**config.mk**
```make
export PLATFORM = sky130hd
export DESIGN_NAME = alu64
export DESIGN_NICKNAME = d
export VERILOG_FILES = /design/src/rtl/alu64.sv
export SDC_FILE = /design/constraint.sdc
export NUM_CORES = 1
export LEC_CHECK = 0
export CAP_MARGIN = 15
export CORE_ASPECT_RATIO = 1.25
export CORE_MARGIN = 3
export CORE_UTILIZATION = 53
export DETAILED_ROUTE_END_ITERATION = 6
export HOLD_SLACK_MARGIN = 0.08
export PLACE_DENSITY = 0.84
export SYNTH_ARGS = -nofsm -noshare
export SYNTH_HDL_FRONTEND = slang
export SYNTH_SLANG_ARGS = --single-unit
```
**constraint.sdc**
```tcl
create_clock -name clk -period 0.84 [get_ports clk]
set_input_delay 0.168 -clock clk [delete_from_list [all_inputs] [get_ports clk]]
set_output_delay 0.168 -clock clk [all_outputs]
set_load 0.05 [all_outputs]
```
**src/rtl/alu64.sv**
```systemverilog
// -----------------------------------------------------------------------------
// alu64 - registered integer ALU for the LEGv8 datapath.
//
// Computes AND, OR, ADD, SUB or PASS-B on two WIDTH-bit operands and registers
// the result together with a zero flag (consumed by the CBZ/branch logic).
// Latency is exactly one clock and one operation is accepted every cycle.
//
// Ports:
//   clk         rising-edge clock
//   rst_n       asynchronous active-low reset
//   in_valid    a/b/ALUControl are valid this cycle
//   a, b        WIDTH-bit two's complement operands
//   ALUControl  4-bit operation select
//                 0000 AND, 0001 OR, 0010 ADD, 0110 SUB, 0111 PASS-B,
//                 any other code produces 0
//   result      registered operation result (modulo 2^WIDTH)
//   zero        registered flag, 1 when result == 0
//   out_valid   result/zero were loaded from an input accepted last cycle
//
// Optional build macro ALU_FLAGS_EN adds registered status outputs with the
// same timing and reset behaviour as zero:
//   negative    result[WIDTH-1]
//   carry       carry-out of ADD, NOT borrow of SUB, 0 otherwise
//   overflow    signed overflow of ADD/SUB, 0 otherwise
// -----------------------------------------------------------------------------
module alu64 #(
    parameter int WIDTH = 64
) (
    input  logic             clk,
    input  logic             rst_n,
    input  logic             in_valid,
    input  logic [WIDTH-1:0] a,
    input  logic [WIDTH-1:0] b,
    input  logic [3:0]       ALUControl,
    output logic [WIDTH-1:0] result,
    output logic             zero,
    output logic             out_valid
`ifdef ALU_FLAGS_EN
    ,
    output logic             negative,
    output logic             carry,
    output logic             overflow
`endif
);

    localparam logic [3:0] OP_AND  = 4'b0000;
    localparam logic [3:0] OP_OR   = 4'b0001;
    localparam logic [3:0] OP_ADD  = 4'b0010;
    localparam logic [3:0] OP_SUB  = 4'b0110;
    localparam logic [3:0] OP_PASS = 4'b0111;

    // A single adder serves both ADD and SUB: a - b = a + ~b + 1.
    logic             is_sub;
    logic [WIDTH-1:0] b_eff;
    logic [WIDTH-1:0] sum;

    assign is_sub = (ALUControl == OP_SUB);
    assign b_eff  = is_sub ? ~b : b;

`ifdef ALU_FLAGS_EN
    // One extra bit captures the carry-out; result itself stays truncated.
    logic [WIDTH:0] sum_wide;
    assign sum_wide = {1'b0, a} + {1'b0, b_eff} + {{WIDTH{1'b0}}, is_sub};
    assign sum      = sum_wide[WIDTH-1:0];
`else
    assign sum = a + b_eff + {{(WIDTH-1){1'b0}}, is_sub};
`endif

    logic [WIDTH-1:0] next_result;
    logic             next_zero;

    always_comb begin
        // NOTE: default assignment first so no path through the case leaves
        // next_result unassigned, which would otherwise infer a latch.
        next_result = '0;
        case (ALUControl)
            OP_AND:         next_result = a & b;
            OP_OR:          next_result = a | b;
            OP_ADD, OP_SUB: next_result = sum;
            OP_PASS:        next_result = b;
            default:        next_result = '0;
        endcase
    end

    // Derived from the truncated WIDTH-bit value, never from sum_wide.
    assign next_zero = (next_result == '0);

`ifdef ALU_FLAGS_EN
    logic next_carry;
    logic next_overflow;

    always_comb begin
        next_carry    = 1'b0;
        next_overflow = 1'b0;
        if (ALUControl == OP_ADD || ALUControl == OP_SUB) begin
            next_carry    = sum_wide[WIDTH];
            // Signed overflow: both adder inputs share a sign that the sum lost.
            next_overflow = (a[WIDTH-1] == b_eff[WIDTH-1]) &&
                            (sum[WIDTH-1] != a[WIDTH-1]);
        end
    end
`endif

    always_ff @(posedge clk or negedge rst_n) begin
        if (!rst_n) begin
            result    <= '0;
            zero      <= 1'b1;
            out_valid <= 1'b0;
`ifdef ALU_FLAGS_EN
            negative  <= 1'b0;
            carry     <= 1'b0;
            overflow  <= 1'b0;
`endif
        end else begin
            // NOTE: non-blocking assignments so every register samples the
            // pre-edge values regardless of statement order.
            out_valid <= in_valid;
            // Without in_valid the outputs hold, so garbage on a/b is ignored.
            if (in_valid) begin
                result    <= next_result;
                zero      <= next_zero;
`ifdef ALU_FLAGS_EN
                negative  <= next_result[WIDTH-1];
                carry     <= next_carry;
                overflow  <= next_overflow;
`endif
            end
        end
    end

endmodule

```
==> metrics.md, run 1 <==
| Metric | Value |
|---|---|
| Post CTS Setup Buffer Count | 62 |
| TritonCTS Sinks | 66 |
| Outcome | stopped before the end |
| Failed at | clock tree synthesis |
| I/O pin count | 201 |
| Synth Warn # | 0 |
| Routability-driven placement congestion ratio | 1.154 |
| IO buf count | 200 |
| Mapped cell area | 8867 um^2 |
| Post-synthesis cell type count | 76 |
| Number of flops mapped to enable cells by yosys | 0 |
| Dpl hpwl | 37950 um |
| Syn avg cell area | 7.286 um^2 |
| Async S/R FF share, synth | 100.0% |
| Synth Flop Type | dfrtp_1 |
| Stop err | [ERROR DPL-0038] Utilization greater than 100%, impossible to legalize |
| CTS root buffer | clkbuf_16 |
| Post-synthesis sequential area ratio | 18.64% |
| Row count | 52 |
| Mapped Cells | 1217 |
| # resized after CTS | 296 |
| Hold Buf Count CTS | 1 |
| Die height | 150.6 um |
| Total CTS buffers | 9 |
| Die span in x | 121.7 um |
| H-tree levels | 3 |
| Placed insts | 1936 |
| Post-synthesis net count | 1425 |
| Initial Util | 54.30% |
| Seq cells post-synth | 66 |
| Clock buffer depth | 2 |
-- per-stage QoR --
step           TNS (ps)  cell area [um^2]  worst slack (ps)  hold slack (ps)
2_1_floorplan   -130170              9326             -3508           -127.6
3_3_place_gp    -188650             14680             -4729           -11.08
3_5_place_dp    -201350             14680             -4934           -6.831
-- cells in the mapped netlist (10+ instances only) --
master    number  area share [%]
and2_1        10            0.71
xor2_1        22             2.2
a31oi_1       16             1.1
nor3_1        19             1.1
ha_1          72              10
clkbuf_1      53             2.2
nand3_1       21             1.2
inv_1         11            0.47
and3_1        11            0.78
o21a_1        15             1.3
or3_1         12            0.85
a21boi_0      12             1.0
a21oi_1      259              15
mux2_2        11             1.4
a21o_1        28             2.4
o21ai_0       56             3.2
nand4_1       29             2.0
buf_1         10            0.42
maj3_1        10             1.1
dfrtp_1       65              18
nand2_1      123             5.2
xnor2_1       83             8.2
nor2_1       106             4.5
-- cell families after synthesis --
group | after synthesis | synth area share, %
AOI/OAI and AO/OA | 490 | 33.94
and+or+nand+nor | 376 | 20.22
xor gates and xnor gates | 105 | 10.37
buffers and inverters | 84 | 3.697
adders and majority gates | 83 | 11.51
DFF | 66 | 18.64
muxes | 13 | 1.623
==> run 2: changes to the inputs <==
==> config.mk (replaced) <==
export PLATFORM = sky130hd
export DESIGN_NAME = alu64
export DESIGN_NICKNAME = d
export VERILOG_FILES = /design/src/rtl/alu64.sv
export SDC_FILE = /design/constraint.sdc
export NUM_CORES = 1
export LEC_CHECK = 0
export CAP_MARGIN = 15
export CORE_MARGIN = 3
export CORE_UTILIZATION = 40
export DETAILED_ROUTE_END_ITERATION = 6
export PLACE_DENSITY_LB_ADDON = 0.15
export SYNTH_ARGS = -nofsm -noshare
export SYNTH_HDL_FRONTEND = slang
export SYNTH_SLANG_ARGS = --single-unit
==> run 2 against run 1 <==
  * The flow now finishes, with violations (DRC, setup timing)
  * Area after synthesis did not move
  * Synthesized cell count did not move
==> metrics.md, run 2 <==
| Metric | Value |
|---|---|
| Outcome | complete, but fails checks |
| Failing checks | DRC, setup timing |
| PwrDens | 1330 nW/um^2 |
| Worst Hold Class | in2reg |
| Diodes inserted | 0 |
| Post-synthesis cell type count | 76 (unchanged) |
| H-tree levels | 3 (unchanged) |
| Placed cell area | 14980 um^2 (+2.1%) |
| DR DRC count | 1 |
| Mapped cell area | 8867 um^2 (unchanged) |
| Post-Layout Inst Area | 18340 um^2 |
| Max Clk Rate | 0.2032 GHz |
| Measured slew at the worst slew-check pin | 775.1 ps |
| Worst Setup Path Type | in2reg |
| Number of flip-flops in the largest register | 64 |
| Max_slew headroom | 48.33% |
| Total grt overflow | 0 |
| Clock Skew | 0 ps |
| Seq cells post-synth | 66 (unchanged) |
| Clk pin slew, worst setup/hold paths | 70 ps |
| Initial antenna violation count | 0 |
| Number of global-route vias before repair | 12384 |
| WHS | 374.2 ps |
| CP max stage delay | 450 ps |
| Commonest non-fill, non-tap cell in the layout | buf_4 |
| Die area | 23990 um^2 |
| IO buf count | 200 (unchanged) |
| Area growth syn-to-layout | 106.8% |
| RSZ-0062 raised after global routing | yes |
| CTS root buffer | clkbuf_16 |
| Layout cells sized above 1 | 49.79% |
| Largest register by flop count | result |
| Clk Latency, worst-skew pair | 360 ps |
| CP dominant cell by count | buf_12 |
| Post-synthesis net count | 1425 (unchanged) |
| Synth Warn # | 0 (unchanged) |
| Global-route wire length before repair | 68230 um |
| Syn avg cell area | 7.286 um^2 (unchanged) |
| DR WL/cell | 24.57 um |
| Final worst slack | -4082 ps |
| Worst EP required | 1070 ps |
| Die height | 154.9 um (+2.8%) |
| Crit path time final | 4922 ps |
| CORE AREA | 21420 um^2 |
| Overall Power | 24390 uW |
| Post-synthesis sequential area ratio | 18.64% (unchanged) |
| Final wirelength | 52570 um |
| Total CTS buffers | 9 (unchanged) |
| Fill count | 1118 |
| Slowest CP cell | or4_4 |
| Synth area leader | dfrtp_1 |
| DRT Pass-1 Iters | 7 |
| Final Hold Viols | 0 |
| Initial DRC count | 1518 |
| Clock buffer depth | 2 (unchanged) |
| Die span in x | 154.9 um (+27%) |
| Crit. End Element | flop |
| Largest regs | result x64, out_valid x1, zero x1 |
| Crit path buffers/inverters | 6 |
| Final setup violation count | 131 |
| WP data arrival | 5150 ps |
| Synth Flop Type | dfrtp_1 |
| Core Util, Final | 85.61% |
| Async S/R FF share, synth | 100.0% (unchanged) |
| Initial Util | 41.40% (-13 points) |
| Worst Setup Start Kind | input port |
| Max-slew violation count | 0 |
| Crit-path max FO | 7 |
| Most frequent cell after synthesis | a21oi_1 |
| GRT Total Usage | 35.89% |
| Most frequent cells in the layout | buf_4 (432), a21oi_1 (158), clkdlybuf4s50_1 (125) |
| TritonCTS Sinks | 66 (unchanged) |
| I/O pin count | 201 (unchanged) |
| Vias | 13371 |
| CTS tree | yes |
| Placement Setup Slack | -5296 ps (-362.4 ps) |
| Post-DRT Antenna Nets | 0 |
| Dpl hpwl | 32730 um (-14%) |
| Area share of the largest cell type after synthesis | 18.34% (unchanged) |
| P_leak | 0.007747 uW |
| Crit path cell chain | buf_6, nand4bb_4, buf_12, buf_12, buf_12, xnor2_4, ha_4, a21o_1, a311oi_2, nor2_2, buf_4, nor4_1, o31a_1, o2111a_1, nand4_1, nor4_2, buf_4, o2111ai_4, or4_4, or4_4, o41ai_2 |
| Mapped Cells | 1217 (unchanged) |
| Largest net degree at the start of global routing | 70 |
| VDD IR max | 1127 uV |
| Top cells by count, synth | a21oi_1 (259), nand2_1 (123), nor2_1 (106) |
| Largest cells by area after synthesis | dfrtp_1 (18%), a21oi_1 (15%), ha_1 (10%) |
| Net count, final | 2067 |
| Max Cap Viol | 0 |
| Routability-driven placement congestion ratio | 1.033 (-11%) |
| DR vias/cell | 6.251 |
| Crit path max-delay family | simple AND/OR/NAND/NOR gates |
| Row count | 53 (+1.9%) |
| Number of flops mapped to enable cells by yosys | 0 (unchanged) |
| Fin crit share | 585.9% |
==> run 2: final cells by class <==
cell class	count	area [um^2]	share of cell area (%)
multi-input cells	1067	9156	49.94
repair buffers	704	6833	37.26
flip-flops and latches	66	1659	9.048
well taps	275	344.1	1.876
clock buffers	9	225.2	1.228
clock inverters	7	77.57	0.4231
inverters	11	41.29	0.2252
==> run 2: what timing repair did <==
action,in CTS,in global routing
endpoints found under the setup margin,132,132
gates resized for setup,254,222
hold endpoints to repair,65,0
gates cloned,2,1
hold buffers,1,0
buffers inserted,55,67
pin swaps,111,169
==> run 2: through the flow <==
| step | std cells | TNS (ps) |
|---|---|---|
| floorplan | 1217 | -130170 |
| global placement | 2024 | -193090 |
| detailed placement | 2024 | -196270 |
| CTS | 2093 | -159400 |
| global route | 2139 | -175490 |
| finish | 2139 | -170070 |
==> run 2: kinds of logic (layout without fill, tap and decap cells) <==
kind of cell	count (synthesis)	after routing	synth area share [%]
compound gates	490	490	33.94
simple gates	376	376	20.22
xor+xnor	105	105	10.37
buf+inv	84	731	3.697
fa+ha+maj	83	83	11.51
flops	66	66	18.64
mux	13	13	1.623
==> run 2: final timing paths <==
check	cells past startpoint	slack, ps	to	start
min in group asynchronous	3	380	result[51]	rst_n
min reg2reg	1	560	result[38]	result[38]
max	21	-4080	zero	ALUControl[3]
min	3	370	result[11]	in_valid
max reg2reg	2	-90	result[59]	result[59]
max in group asynchronous	3	150	zero	rst_n
==> run 2: metal layers <==
layer / vias to the layer above / share of wire (%) / track usage (%)
met2: 952 / 44 / 57.05
met5: - / 0 / 0
met4: 0 / 6.5 / 11.65
met1: 6323 / 39 / 50.01
met3: 289 / 10 / 5.591
li1: 5807 / - / -
==> run 2: tightest hold or removal path, cell delays in order <==
cell and delay [ps]:
buf_4 130, buf_8 210, a21oi_2 160
==> run 2: where the power goes <==
group          switching, uW  internal, uW  leakage [uW]  total, uW
clock                   1890          2340      0.000146       4230
combinational           8270          7920       0.00679      16200
sequential               446          3530      0.000808       3970
total                  10600         13800       0.00775      24400
Power figures use the tool's default switching activity.
==> edit, RTL diff (settings of run 2) <==
Reset style: synchronous (`rst_n`), changed in one clocked block. Comments in the files are not updated.
--- a/src/rtl/alu64.sv
+++ b/src/rtl/alu64.sv
@@ -101,7 +101,7 @@
     end
 `endif
 
-    always_ff @(posedge clk or negedge rst_n) begin
+    always_ff @(posedge clk) begin
         if (!rst_n) begin
             result    <= '0;
             zero      <= 1'b1;
Formal check against the unedited RTL: differs if rst_n is asserted again (counterexample within 4 cycles, from zero or initial values and one cycle with rst_n low); with rst_n held inactive, the same outputs for 10 cycles.
==> edit against run 2 <==
- the flow still finishes with violations (design-rule violations, negative setup slack)
- core utilization up 0.82 points
- sequential cell count unchanged
- first-iteration DRC count up 15%
- register-to-register slack worse by 30 ps
- hold slack better by 32 ps
- cell count up 2.2%
- setup slack better by 350 ps
- synthesized area down 2.5%
- fmax up 7.8%
- cell area down 0.29%
- routed wire length up 9.9%
- total power down 5.9%
- highest routed layer is now met5
==> edit: results (changes against run 2) <==
<table>
<tr><th>Metric</th><th>Value</th></tr>
<tr><th colspan="2">Routing</th></tr>
<tr><td>Total via count in the routed design</td><td>14,300 (was 13,400)</td></tr>
<tr><td>Sum of routed wire length over all layers</td><td>57,800 µm (was 52,600 µm)</td></tr>
<tr><td>Drc violations</td><td>5 (was 1)</td></tr>
<tr><td>Drt initial violations</td><td>1,747 (was 1,518)</td></tr>
<tr><th colspan="2">Final layout</th></tr>
<tr><td>Area share of buffers outside the clock network</td><td>38.6% (was 37.3%)</td></tr>
<tr><td>Number of standard cells in the layout, taps in and fillers out</td><td>2,185 (was 2,139)</td></tr>
<tr><td>Layout Area Growth over Synthesis</td><td>111% (was 107%)</td></tr>
<tr><td>Multi-input combinational area share</td><td>49.4% (was 49.9%)</td></tr>
<tr><td>Final Instance Area</td><td>0.0183 mm² (about the same)</td></tr>
<tr><td>Relative area of clock buffers and inverters in the final design</td><td>1.66% (was 1.65%)</td></tr>
<tr><td>Comb_multi_in</td><td>1,079 (was 1,067)</td></tr>
<tr><td>Sequential cell area</td><td>0.00145 mm² (was 0.00166 mm²)</td></tr>
<tr><th colspan="2">Timing</th></tr>
<tr><td>Final setup violation count</td><td>131 (unchanged)</td></tr>
<tr><td>Worst Setup Slack, final</td><td>-3730 ps (was -4080 ps)</td></tr>
<tr><td>Setup TNS</td><td>-173,800 ps (was -170,070 ps)</td></tr>
<tr><th colspan="2">Pwr</th></tr>
<tr><td>Worst IR Drop VDD</td><td>1.24 mV (was 1.13 mV)</td></tr>
<tr><td>Leakage power</td><td>7.64 nW (was 7.75 nW)</td></tr>
<tr><th colspan="2">Setup path</th></tr>
<tr><td>Worst path max stage delay</td><td>510 ps (was 450 ps)</td></tr>
<tr><td>Worst setup slack for register-to-register paths</td><td>-120 ps (was -90 ps)</td></tr>
<tr><td>Worst setup endpoint</td><td>zero (unchanged)</td></tr>
<tr><th colspan="2">Placement</th></tr>
<tr><td>Placer's final routability congestion estimate</td><td>1.02 (was 1.03)</td></tr>
<tr><td>HPWL after detailed placement</td><td>35,100 µm (was 32,700 µm)</td></tr>
<tr><th colspan="2">Global route</th></tr>
<tr><td>Aggregate global-route resource usage</td><td>40.0% (was 35.9%)</td></tr>
<tr><td>Vias in the first global route</td><td>13,600 (was 12,400)</td></tr>
<tr><th colspan="2">Yosys</th></tr>
<tr><td>Dominant register cell in the synthesized netlist</td><td>sky130_fd_sc_hd__dfxtp_1 (was sky130_fd_sc_hd__dfrtp_1)</td></tr>
<tr><td>Dominant cells by area after synthesis</td><td>sky130_fd_sc_hd__dfxtp_1, sky130_fd_sc_hd__a21oi_1, sky130_fd_sc_hd__ha_1 (was sky130_fd_sc_hd__dfrtp_1, sky130_fd_sc_hd__a21oi_1, sky130_fd_sc_hd__ha_1)</td></tr>
<tr><td>Unique cell type count in the Yosys netlist</td><td>81 (was 76)</td></tr>
<tr><th colspan="2">Outcome</th></tr>
<tr><td>Violated checks</td><td>design-rule violations, negative setup slack (unchanged)</td></tr>
<tr><td>Status</td><td>finished with violations (unchanged)</td></tr>
</table>
-- edit: changes by cell type in the layout (fill, tap and decap cells not counted), moves of 9 or more --
cell	change
sky130_fd_sc_hd__dfrtp_1	-60
sky130_fd_sc_hd__dfxtp_2	+47
sky130_fd_sc_hd__a21oi_2	-33
sky130_fd_sc_hd__a211oi_2	+28
sky130_fd_sc_hd__dfxtp_4	+18
sky130_fd_sc_hd__o21ai_0	+16
sky130_fd_sc_hd__nor2_1	+13
sky130_fd_sc_hd__buf_4	+11
sky130_fd_sc_hd__buf_6	+11
sky130_fd_sc_hd__a21oi_1	+10
sky130_fd_sc_hd__a21oi_4	-10
sky130_fd_sc_hd__inv_1	+9
-- edit: cell families (layout without fill, tap and decap cells) --
logic type      count (synthesis)  after routing  synth area share (%)
compound gates                492            492                  35.1
xor+xnor                      112            112                  11.3
fa+ha+maj                      84             84                  11.9
buf+inv                       109            765                  4.85
flops                          66             66                  15.3
mux                             8              8                 0.940
simple gates                  383            383                  20.6
-- edit: worst max-delay path: cells and delay by family --
kind	cells	cell delay, ps
compound gates	5	1420
xor+xnor	2	330
fa+ha+maj	1	300
buf+inv	6	860
simple gates	7	1750
-- edit: what timing repair did --
item | CTS | global route
endpoints found under the setup margin | 132 | 132
buffers inserted | 71 | 53
gates cloned | 3 | 0
gates resized for setup | 389 | 143
hold buffers | 0 | 0
pin swaps | 116 | 102
-- edit: per-layer routing --
layer,global-route usage (%),vias to the layer above,part of all wire (%)
met1,45.4,6592,33
met5,0,-,0.031
met4,24.9,2,11
met3,6.88,539,11
met2,69.7,1284,45
li1,-,5928,-
-- edit: power breakdown --
part           internal (W)  leakage, nW  switching, W  total [W]
logic               0.00747         6.92       0.00786     0.0153
registers           0.00335        0.573      0.000261    0.00361
clock network       0.00233        0.152       0.00168    0.00401
